`src/rtl/sat_narrow_32x16_pkg.sv`:
```
// Shared definitions for the 32->16 narrowing block: FSM state codes, mode codes and saturation limits.
package sat_narrow_32x16_pkg;

    typedef enum logic [1:0] {
        ST_IDLE     = 2'd0,
        ST_NARROW   = 2'd1,
        ST_SPLIT_LO = 2'd2,
        ST_SPLIT_HI = 2'd3
    } state_e;

    localparam logic MODE_NARROW = 1'b0;
    localparam logic MODE_SPLIT  = 1'b1;

    localparam logic [15:0] SAT_POS = 16'h7FFF;
    localparam logic [15:0] SAT_NEG = 16'h8000;

endpackage

```
`src/rtl/sat_narrow_32x16_fit.sv`:
```
// Combinational signed-fit detect for a 32-bit word, with saturate or truncate on overflow.
module sat_narrow_32x16_fit
    import sat_narrow_32x16_pkg::*;
(
    input  logic [31:0] in_data,
    input  logic        sat_en,
    output logic [15:0] data16,
    output logic        ovf
);

    logic fit_s;

    // The word fits when bits 31..15 are a pure sign extension of bit 15.
    always_comb begin
        fit_s = (in_data[31:15] == 17'h00000) || (in_data[31:15] == 17'h1FFFF);
        ovf   = ~fit_s;
        if (fit_s || !sat_en) begin
            data16 = in_data[15:0];
        end else if (in_data[31] == 1'b0) begin
            data16 = SAT_POS;
        end else begin
            data16 = SAT_NEG;
        end
    end

endmodule

```
`src/rtl/sat_narrow_32x16.sv`:
```
// Narrows 32-bit words to signed halfwords (NARROW) or streams them as two halfword beats (SPLIT).
module sat_narrow_32x16
    import sat_narrow_32x16_pkg::*;
#(
    parameter bit SAT_EN = 1'b1,
    parameter int CNT_W  = 8
)
(
    input  logic             clk,
    input  logic             reset,
    input  logic             in_valid,
    output logic             in_ready,
    input  logic [31:0]      in_data,
    input  logic             in_mode,
    output logic             out_valid,
    input  logic             out_ready,
    output logic [15:0]      out_data,
    output logic             out_last,
    output logic             out_ovf,
    output logic [CNT_W-1:0] ovf_count
);

    localparam logic [CNT_W-1:0] CNT_MAX = {CNT_W{1'b1}};
    localparam logic [CNT_W-1:0] CNT_ONE = {{(CNT_W-1){1'b0}}, 1'b1};

    state_e           state_r, state_s;
    logic [15:0]      word_hi_r;
    logic             out_valid_r, out_valid_s;
    logic [15:0]      out_data_r, out_data_s;
    logic             out_last_r, out_last_s;
    logic             out_ovf_r, out_ovf_s;
    logic [CNT_W-1:0] ovf_count_r;
    logic [15:0]      fit_data_s;
    logic             fit_ovf_s;
    logic             accept_s, out_hs_s, in_ready_s;

    sat_narrow_32x16_fit u_fit (
        .in_data (in_data),
        .sat_en  (SAT_EN),
        .data16  (fit_data_s),
        .ovf     (fit_ovf_s)
    );

    // A last-beat handshake frees the output register on the same edge a new word lands.
    assign in_ready_s = !reset && (!out_valid_r || (out_ready && out_last_r));
    assign accept_s   = in_valid && in_ready_s;
    assign out_hs_s   = out_valid_r && out_ready;

    // State and output registers.
    always_ff @(posedge clk) begin
        if (reset) begin
            state_r     <= ST_IDLE;
            word_hi_r   <= 16'h0000;
            out_valid_r <= 1'b0;
            out_data_r  <= 16'h0000;
            out_last_r  <= 1'b0;
            out_ovf_r   <= 1'b0;
        end else begin
            state_r     <= state_s;
            out_valid_r <= out_valid_s;
            out_data_r  <= out_data_s;
            out_last_r  <= out_last_s;
            out_ovf_r   <= out_ovf_s;
            if (accept_s) begin
                word_hi_r <= in_data[31:16];
            end
        end
    end

    // Next-state logic.
    always_comb begin
        state_s = state_r;
        case (state_r)
            ST_IDLE, ST_NARROW, ST_SPLIT_HI: begin
                if (accept_s) begin
                    state_s = (in_mode == MODE_SPLIT) ? ST_SPLIT_LO : ST_NARROW;
                end else if (out_hs_s) begin
                    state_s = ST_IDLE;
                end else begin
                    state_s = state_r;
                end
            end
            ST_SPLIT_LO: begin
                if (out_hs_s) begin
                    state_s = ST_SPLIT_HI;
                end else begin
                    state_s = ST_SPLIT_LO;
                end
            end
            default: state_s = ST_IDLE;
        endcase
    end

    // Next output-register values; they only move on an acceptance or an output handshake.
    always_comb begin
        out_valid_s = out_valid_r;
        out_data_s  = out_data_r;
        out_last_s  = out_last_r;
        out_ovf_s   = out_ovf_r;
        if (accept_s) begin
            out_valid_s = 1'b1;
            if (in_mode == MODE_SPLIT) begin
                out_data_s = in_data[15:0];
                out_last_s = 1'b0;
                out_ovf_s  = 1'b0;
            end else begin
                out_data_s = fit_data_s;
                out_last_s = 1'b1;
                out_ovf_s  = fit_ovf_s;
            end
        end else if (out_hs_s) begin
            if (state_r == ST_SPLIT_LO) begin
                out_valid_s = 1'b1;
                out_data_s  = word_hi_r;
                out_last_s  = 1'b1;
                out_ovf_s   = 1'b0;
            end else begin
                out_valid_s = 1'b0;
            end
        end else begin
            out_valid_s = out_valid_r;
        end
    end

    // Saturating count of overflowing beats taken by the consumer.
    always_ff @(posedge clk) begin
        if (reset) begin
            ovf_count_r <= {CNT_W{1'b0}};
        end else if (out_hs_s && out_ovf_r && (ovf_count_r != CNT_MAX)) begin
            ovf_count_r <= ovf_count_r + CNT_ONE;
        end else begin
            ovf_count_r <= ovf_count_r;
        end
    end

    assign in_ready  = in_ready_s;
    assign out_valid = out_valid_r;
    assign out_data  = out_data_r;
    assign out_last  = out_last_r;
    assign out_ovf   = out_ovf_r;
    assign ovf_count = ovf_count_r;

endmodule

```
`config.mk`:
```
export PLATFORM = sky130hd
export DESIGN_NAME = sat_narrow_32x16
export DESIGN_NICKNAME = d
export VERILOG_FILES = /design/src/rtl/sat_narrow_32x16_pkg.sv /design/src/rtl/sat_narrow_32x16_fit.sv /design/src/rtl/sat_narrow_32x16.sv
export SDC_FILE = /design/constraint.sdc
export NUM_CORES = 1
export LEC_CHECK = 0
export BUFFER_PORTS_ARGS = -buffer_cell sky130_fd_sc_hd__buf_2
export CORE_MARGIN = 2
export CORE_UTILIZATION = 50
export DETAILED_ROUTE_END_ITERATION = 10
export MAX_ROUTING_LAYER = met4
export PLACE_DENSITY = 0.88
export SYNTH_ARGS = -nofsm -noshare
export SYNTH_HDL_FRONTEND = slang
export SYNTH_SLANG_ARGS = --single-unit
```
`constraint.sdc`:
```
create_clock -name clk -period 1.64 [get_ports clk]
set_input_delay 0.246 -clock clk [delete_from_list [all_inputs] [get_ports clk]]
set_output_delay 0.246 -clock clk [all_outputs]
set_load 0.02 [all_outputs]
```
==> metrics, run 1 <==
RSZ-0062 raised after global routing=true; Yosys cell types=42; clk sink count=45; dominant synthesized flop cell=dfxtp_1; Synth area leader=dfxtp_1; Power Internal=1.63 mW; first-pass GRT wire length=7770 µm; final max-slew violation count=0; wirelength, routed=5110 µm; setup TNS=0 ns; CP arrival=1.73 ns; top post-synthesis cells by area=dfxtp_1 (43%), nand2_1 (9.2%), mux2i_1 (8.2%); most frequent cells in the layout=buf_2 (64), nand2_1 (51), dfxtp_1 (44); Worst path max stage delay=0.43 ns; DR pass1 iterations=4; Die Ht=68.6 µm; GP Congestion=0.828; Leak=1.22 nW; core area=4000 µm²; synth warn=0; Flop pwr share=0.533; NetSw=0.578 mW; post-DP HPWL=3860 µm; CTS tree=built; Starting Density=0.521; First DRT Iteration DRCs=137; WHS Path Cells=3; Largest delay share family, worst path=compound AO/OA/AOI/OAI gates; class of the worst hold path=input port to flop; DR vias=1,989; Clk pwr share=0.303; die area=4700 µm²; slew at the pin closest to its max-slew limit=0.376 ns; PD cells=840 nW/µm²; Comb power frac=0.164; final worst path period share=0.941; Sw Ratio=0.261; mapped cell area=2080 µm²; synthesis-stage register bit count=45; endpoints failing setup=0; Slew HR=0.749; commonest non-fill, non-tap cell in the layout=buf_2; Port Buffers=64; clk_skew=0.00181 ns; CP Capture Type=flop; vias in the first global route=1,694; gr usage total=0.227; R2R Path Start=ovf_count[1]; status=complete, no violations; Hold Buf Count CTS=0; worst-case reg-to-reg path depth=5; Clk pin slew, worst setup/hold paths=0.08 ns; Via density=5.67; Worst EP required=1.82 ns; CTS Buf Count=5; grt total ovfl=0; Seq/Total Area, Yosys=0.432; cells along the critical path=ha_1 -> nand4_1 -> a2111oi_2 -> xnor2_1 -> nor2_1; placed cells=344; Max Freq=0.648 GHz; post-route insts no fill=351; Max Cap Violations=0; critical path startpoint category=flop; worst ir drop on vdd=0.598 mV; critical path start-end classification=flop to flop; Inserted Diodes=0; Worst Hold End=out_data[1]; DR DRC count=0; Post-Syn Instances=228; Die Span X=68.6 µm; layout cell share with drive strength beyond 1=0.352; CTS H-tree depth=2; initial antenna violation count=0; Synth Net Count=266; HP Start=in_data[1]; # IOs=65; top cell type's share of synthesized area=0.432; Clk Latency, worst-skew pair=0.29 ns; Async SR Flop Fraction=0; synthesized area per cell=9.14 µm²; Site Rows=23; worst r2r dst=ovf_count[4]; WP buf/inv=0; r2r setup slk=0.1 ns; Nets=339; number of enable flip-flop cells after synthesis=0; crit-path max FO=4; filler cell count=343; fin crit period=1.54 ns; CP Depth=5; largest net degree at the start of global routing=33; Fin. Hold Viols=0; DRT antenna net count=0; drt wl/cell=14.6 µm; Max Buffers Root-to-Sink=2; CP max stage cell=a2111oi_2; area grow syn2layout=26.4%; CTS root buf=clkbuf_8
[layer usage]
layer | part of all wire | vias to the layer above | track usage
li1 | - | 977 | -
met1 | 0.43 | 944 | 0.271
met2 | 0.49 | 61 | 0.375
met4 | 0.010 | 0 | 0.0525
met5 | 0 | - | -
met3 | 0.070 | 7 | 0.0714
[final cells by class]
cell class	count	area, µm²	share of cell area
clock buffer	7	86.3	0.0328
inverter	5	18.8	0.00713
multi-input combinational	164	1110	0.422
sequential	45	902	0.343
tap	50	62.6	0.0238
timing repair buffer	80	453	0.172
[state kept, by name (all words and copies together) (netlist names)]
name,cells
out_data,16
word_hi_r,16
ovf_count,8
state_r,2
out_last,1
out_ovf,1
out_valid,1
[cell usage after synthesis, drive strengths merged, types with 4 or more instances]
cell / n
buf: 8
xnor2: 4
dfxtp: 45
clkbuf: 6
mux2i: 17
nor2: 9
nand2: 51
inv: 5
nor4: 4
nand4: 8
a21oi: 23
a221oi: 16
[tightest hold or removal path, cell delays in order]
cell and delay, ns:
buf_2 0.09, nand2_1 0.05, a221oi_1 0.06
[through the flow]
stage          worst slack, ns  hold slack, ns  total power, mW  utilization  area (µm²)
6_report                0.0966           0.206             2.21        0.658        2630
3_3_place_gp            0.0623           0.443             1.56        0.633        2530
3_5_place_dp           -0.0197           0.447             1.57        0.633        2530
5_1_grt               -0.00444           0.196             2.32        0.658        2630
4_1_cts                 0.0367           0.201             2.23        0.656        2620
2_1_floorplan           0.0199           0.382             1.41            -        2080
[kinds of logic (layout without fill, tap and decap cells)]
kind of cell             Yosys count  in the layout  share of synthesized area
AND/OR/NAND/NOR                   86             86                      0.194
AO/OA/AOI/OAI                     54             54                      0.217
flip-flops                        45             45                      0.432
buffers and inverters             19             92                     0.0426
multiplexers                      18             18                     0.0871
XOR/XNOR                           5              5                     0.0210
adder cells (fa/ha/maj)            1              1                    0.00601
[power groups by stage]
stage	registers, mW	clock network (mW)	logic (mW)
after floorplan	1.24	0	0.173
after global placement	1.20	0	0.355
after detailed placement	1.20	0	0.362
after CTS	1.18	0.688	0.364
after global routing	1.19	0.734	0.395
final	1.18	0.670	0.362
[what timing repair did]
action	in CTS	in global routing
buffers inserted	0	0
cloned	0	0
setup endpoints to repair	2	20
gates resized for setup	2	3
[worst max-delay path by stage]
stage	slack, ns	endpoint	start
2_1_floorplan	0.02	ovf_count[4]	ovf_count[0]
3_3_place_gp	0.06	out_data[0]	in_data[24]
3_5_place_dp	-0.02	out_data[1]	in_data[24]
4_1_cts	0.04	ovf_count[4]	ovf_count[1]
5_1_grt	-0.004	ovf_count[4]	ovf_count[1]
6_report	0.1	ovf_count[4]	ovf_count[1]
Power figures use the tool's default switching activity.
==> run 2, diff against run 1 <==
--- a/config.mk
+++ b/config.mk
@@ -10,7 +10,7 @@
 export CORE_UTILIZATION = 50
 export DETAILED_ROUTE_END_ITERATION = 10
 export MAX_ROUTING_LAYER = met4
-export PLACE_DENSITY = 0.88
+export PLACE_DENSITY = 0.78
 export SYNTH_ARGS = -nofsm -noshare
 export SYNTH_HDL_FRONTEND = slang
 export SYNTH_SLANG_ARGS = --single-unit
==> run 2 against run 1 <==
  * Sequential power is essentially flat
  * Register-to-register slack gained 0.04 ns
  * Non-clock buffer count grew 6
  * Wire length is 4.6% lower
  * Final area up 3.0%
  * Worst hold slack lost 0.015 ns
  * Die area stayed put
  * Global-route usage shrank 0.74 points
  * Sequential share of layout area is 1.0 points lower
  * Worst setup slack improved by 0.036 ns
  * First-iteration DRC count is 6.6% lower
  * Clock skew is 0.0059 ns higher
  * Highest routed layer unchanged
==> metrics, run 2 (synthesized netlist as in run 1, its figures left out) <==
Multi-input gate area=1110 µm² (unchanged); placed cells=346 (+0.58%); drt wl/cell=13.6 µm (-6.4%); critical path startpoint category=flop; Slew HR=0.760 (+0.0107); Starting Density=0.521 (unchanged); CP max stage cell=a2111oi_2; Fin. Hold Viols=0 (unchanged); setup TNS=0 ns (unchanged); Clk Latency, worst-skew pair=0.30 ns (about the same); final worst path period share=0.919 (-0.0220); filler cell count=345 (+0.58%); CP arrival=1.69 ns (-0.04 ns); RSZ-0062 raised after global routing=true; CTS root buf=clkbuf_8; Inserted Diodes=0 (unchanged); Placement Cell Area=2540 µm² (about the same); CP Capture Type=flop; DR vias=1,924 (-3.3%); Die Span X=68.6 µm (unchanged); CTS Buf Count=5 (unchanged); First DRT Iteration DRCs=128 (-6.6%); grt total ovfl=0 (unchanged); Die Ht=68.6 µm (unchanged); status=complete, no violations; Site Rows=23 (unchanged); CTS H-tree depth=2 (unchanged); core area=4000 µm² (unchanged); # IOs=65 (unchanged); Port Buffers=64 (unchanged); vias in the first global route=1,655 (-2.3%); fin crit period=1.51 ns (-0.0361 ns); class of the worst hold path=input port to flop; Max Cap Violations=0 (unchanged); gr usage total=0.220 (-0.00745); slew at the pin closest to its max-slew limit=0.359 ns (-0.0177 ns); final instance area=2710 µm² (+3.0%); layout cell share with drive strength beyond 1=0.370 (+0.0180); initial antenna violation count=0 (unchanged); Max Freq=0.663 GHz (+2.4%); Worst EP required=1.82 ns (about the same); clk sink count=45 (unchanged); Leak=1.26 nW (+3.9%); first-pass GRT wire length=7490 µm (-3.6%); Nets=345 (+1.8%); Via density=5.37 (-5.2%); post-route insts no fill=358 (+2.0%); DRT antenna net count=0 (unchanged); Final WS setup=0.133 ns (+0.0361 ns); DR DRC count=0 (unchanged); commonest non-fill, non-tap cell in the layout=buf_2; Place WS=0.0501 ns (+0.0698 ns); wirelength, routed=4880 µm (-4.6%); endpoints failing setup=0 (unchanged); worst ir drop on vdd=0.584 mV (-2.4%); critical path start-end classification=flop to flop; Hold Buf Count CTS=0 (unchanged); largest net degree at the start of global routing=26 (-21%); Worst path max stage delay=0.42 ns (about the same); most frequent cells in the layout=buf_2 (64), nand2_1 (51), dfxtp_1 (44); crit-path max FO=4 (unchanged); post-DP HPWL=3600 µm (-6.8%); area grow syn2layout=30.3%; die area=4700 µm² (unchanged); Clk pin slew, worst setup/hold paths=0.08 ns (about the same); clk_skew=0.00768 ns (+0.00587 ns); final max-slew violation count=0 (unchanged); CTS tree=built; GP Congestion=0.836 (+0.97%); Max Buffers Root-to-Sink=2 (unchanged); Storage cell area=902 µm² (unchanged); cells along the critical path=ha_1 -> nand4_1 -> a2111oi_2 -> xnor2_1 -> nor2_1; DR pass1 iterations=4 (unchanged); total chip power=2.51 mW (+14%); PD cells=926 nW/µm² (+10%)
==> run 2: power by group <==
part	leakage, nW	switching (mW)	internal [mW]	total [mW]
sequential	0.368	0.0307	1.15	1.18
clock	0.0681	0.370	0.605	0.975
combinational	0.828	0.206	0.153	0.359
total	1.26	0.607	1.91	2.51
==> run 2: cell type report <==
cell class / count / area share
timing repair buffer: 86 / 0.179
clock buffer: 5 / 0.0254
inverter: 5 / 0.00692
sequential: 45 / 0.332
multi-input combinational: 164 / 0.409
clock inverter: 3 / 0.0240
tap: 50 / 0.0231
==> run 2: timing repair <==
action | CTS | global route
setup endpoints to repair | 0 | 31
resized for setup | 0 | 5
setup buffers | 0 | 4
==> run 2: per-layer routing <==
metal | part of all wire | vias up | global-route usage | wire length (µm)
li1 | - | 992 | - | -
met1 | 0.46 | 876 | 0.278 | 2240
met2 | 0.48 | 48 | 0.338 | 2320
met3 | 0.053 | 8 | 0.0584 | 260
met4 | 0.012 | 0 | 0.0800 | 60
met5 | 0 | - | - | 0
==> run 2: path summary, 6_finish.rpt <==
check	cells after the start	end	slack, ns	start
worst max-delay path	5	ovf_count[4]	0.13	ovf_count[1]
worst min-delay path	3	out_data[10]	0.19	in_data[10]
worst max register to register	5	ovf_count[4]	0.13	ovf_count[1]
worst min register to register	2	word_hi_r[11]	0.46	word_hi_r[11]
==> run 2: stage by stage <==
step	utilization	hold WS, ns
6_report	0.678	0.191
3_3_place_gp	0.634	0.442
5_1_grt	0.678	0.177
2_1_floorplan	-	0.382
3_5_place_dp	0.634	0.447
4_1_cts	0.668	0.184
==> run 2: critical path: cells and delay by family, from the launching register on <==
| family | cells | cell delay (ns) |
|---|---|---|
| DFF | 1 | 0.37 |
| xor gates and xnor gates | 1 | 0.16 |
| adders and majority gates | 1 | 0.20 |
| AOI/OAI and AO/OA | 1 | 0.42 |
| and+or+nand+nor | 2 | 0.26 |
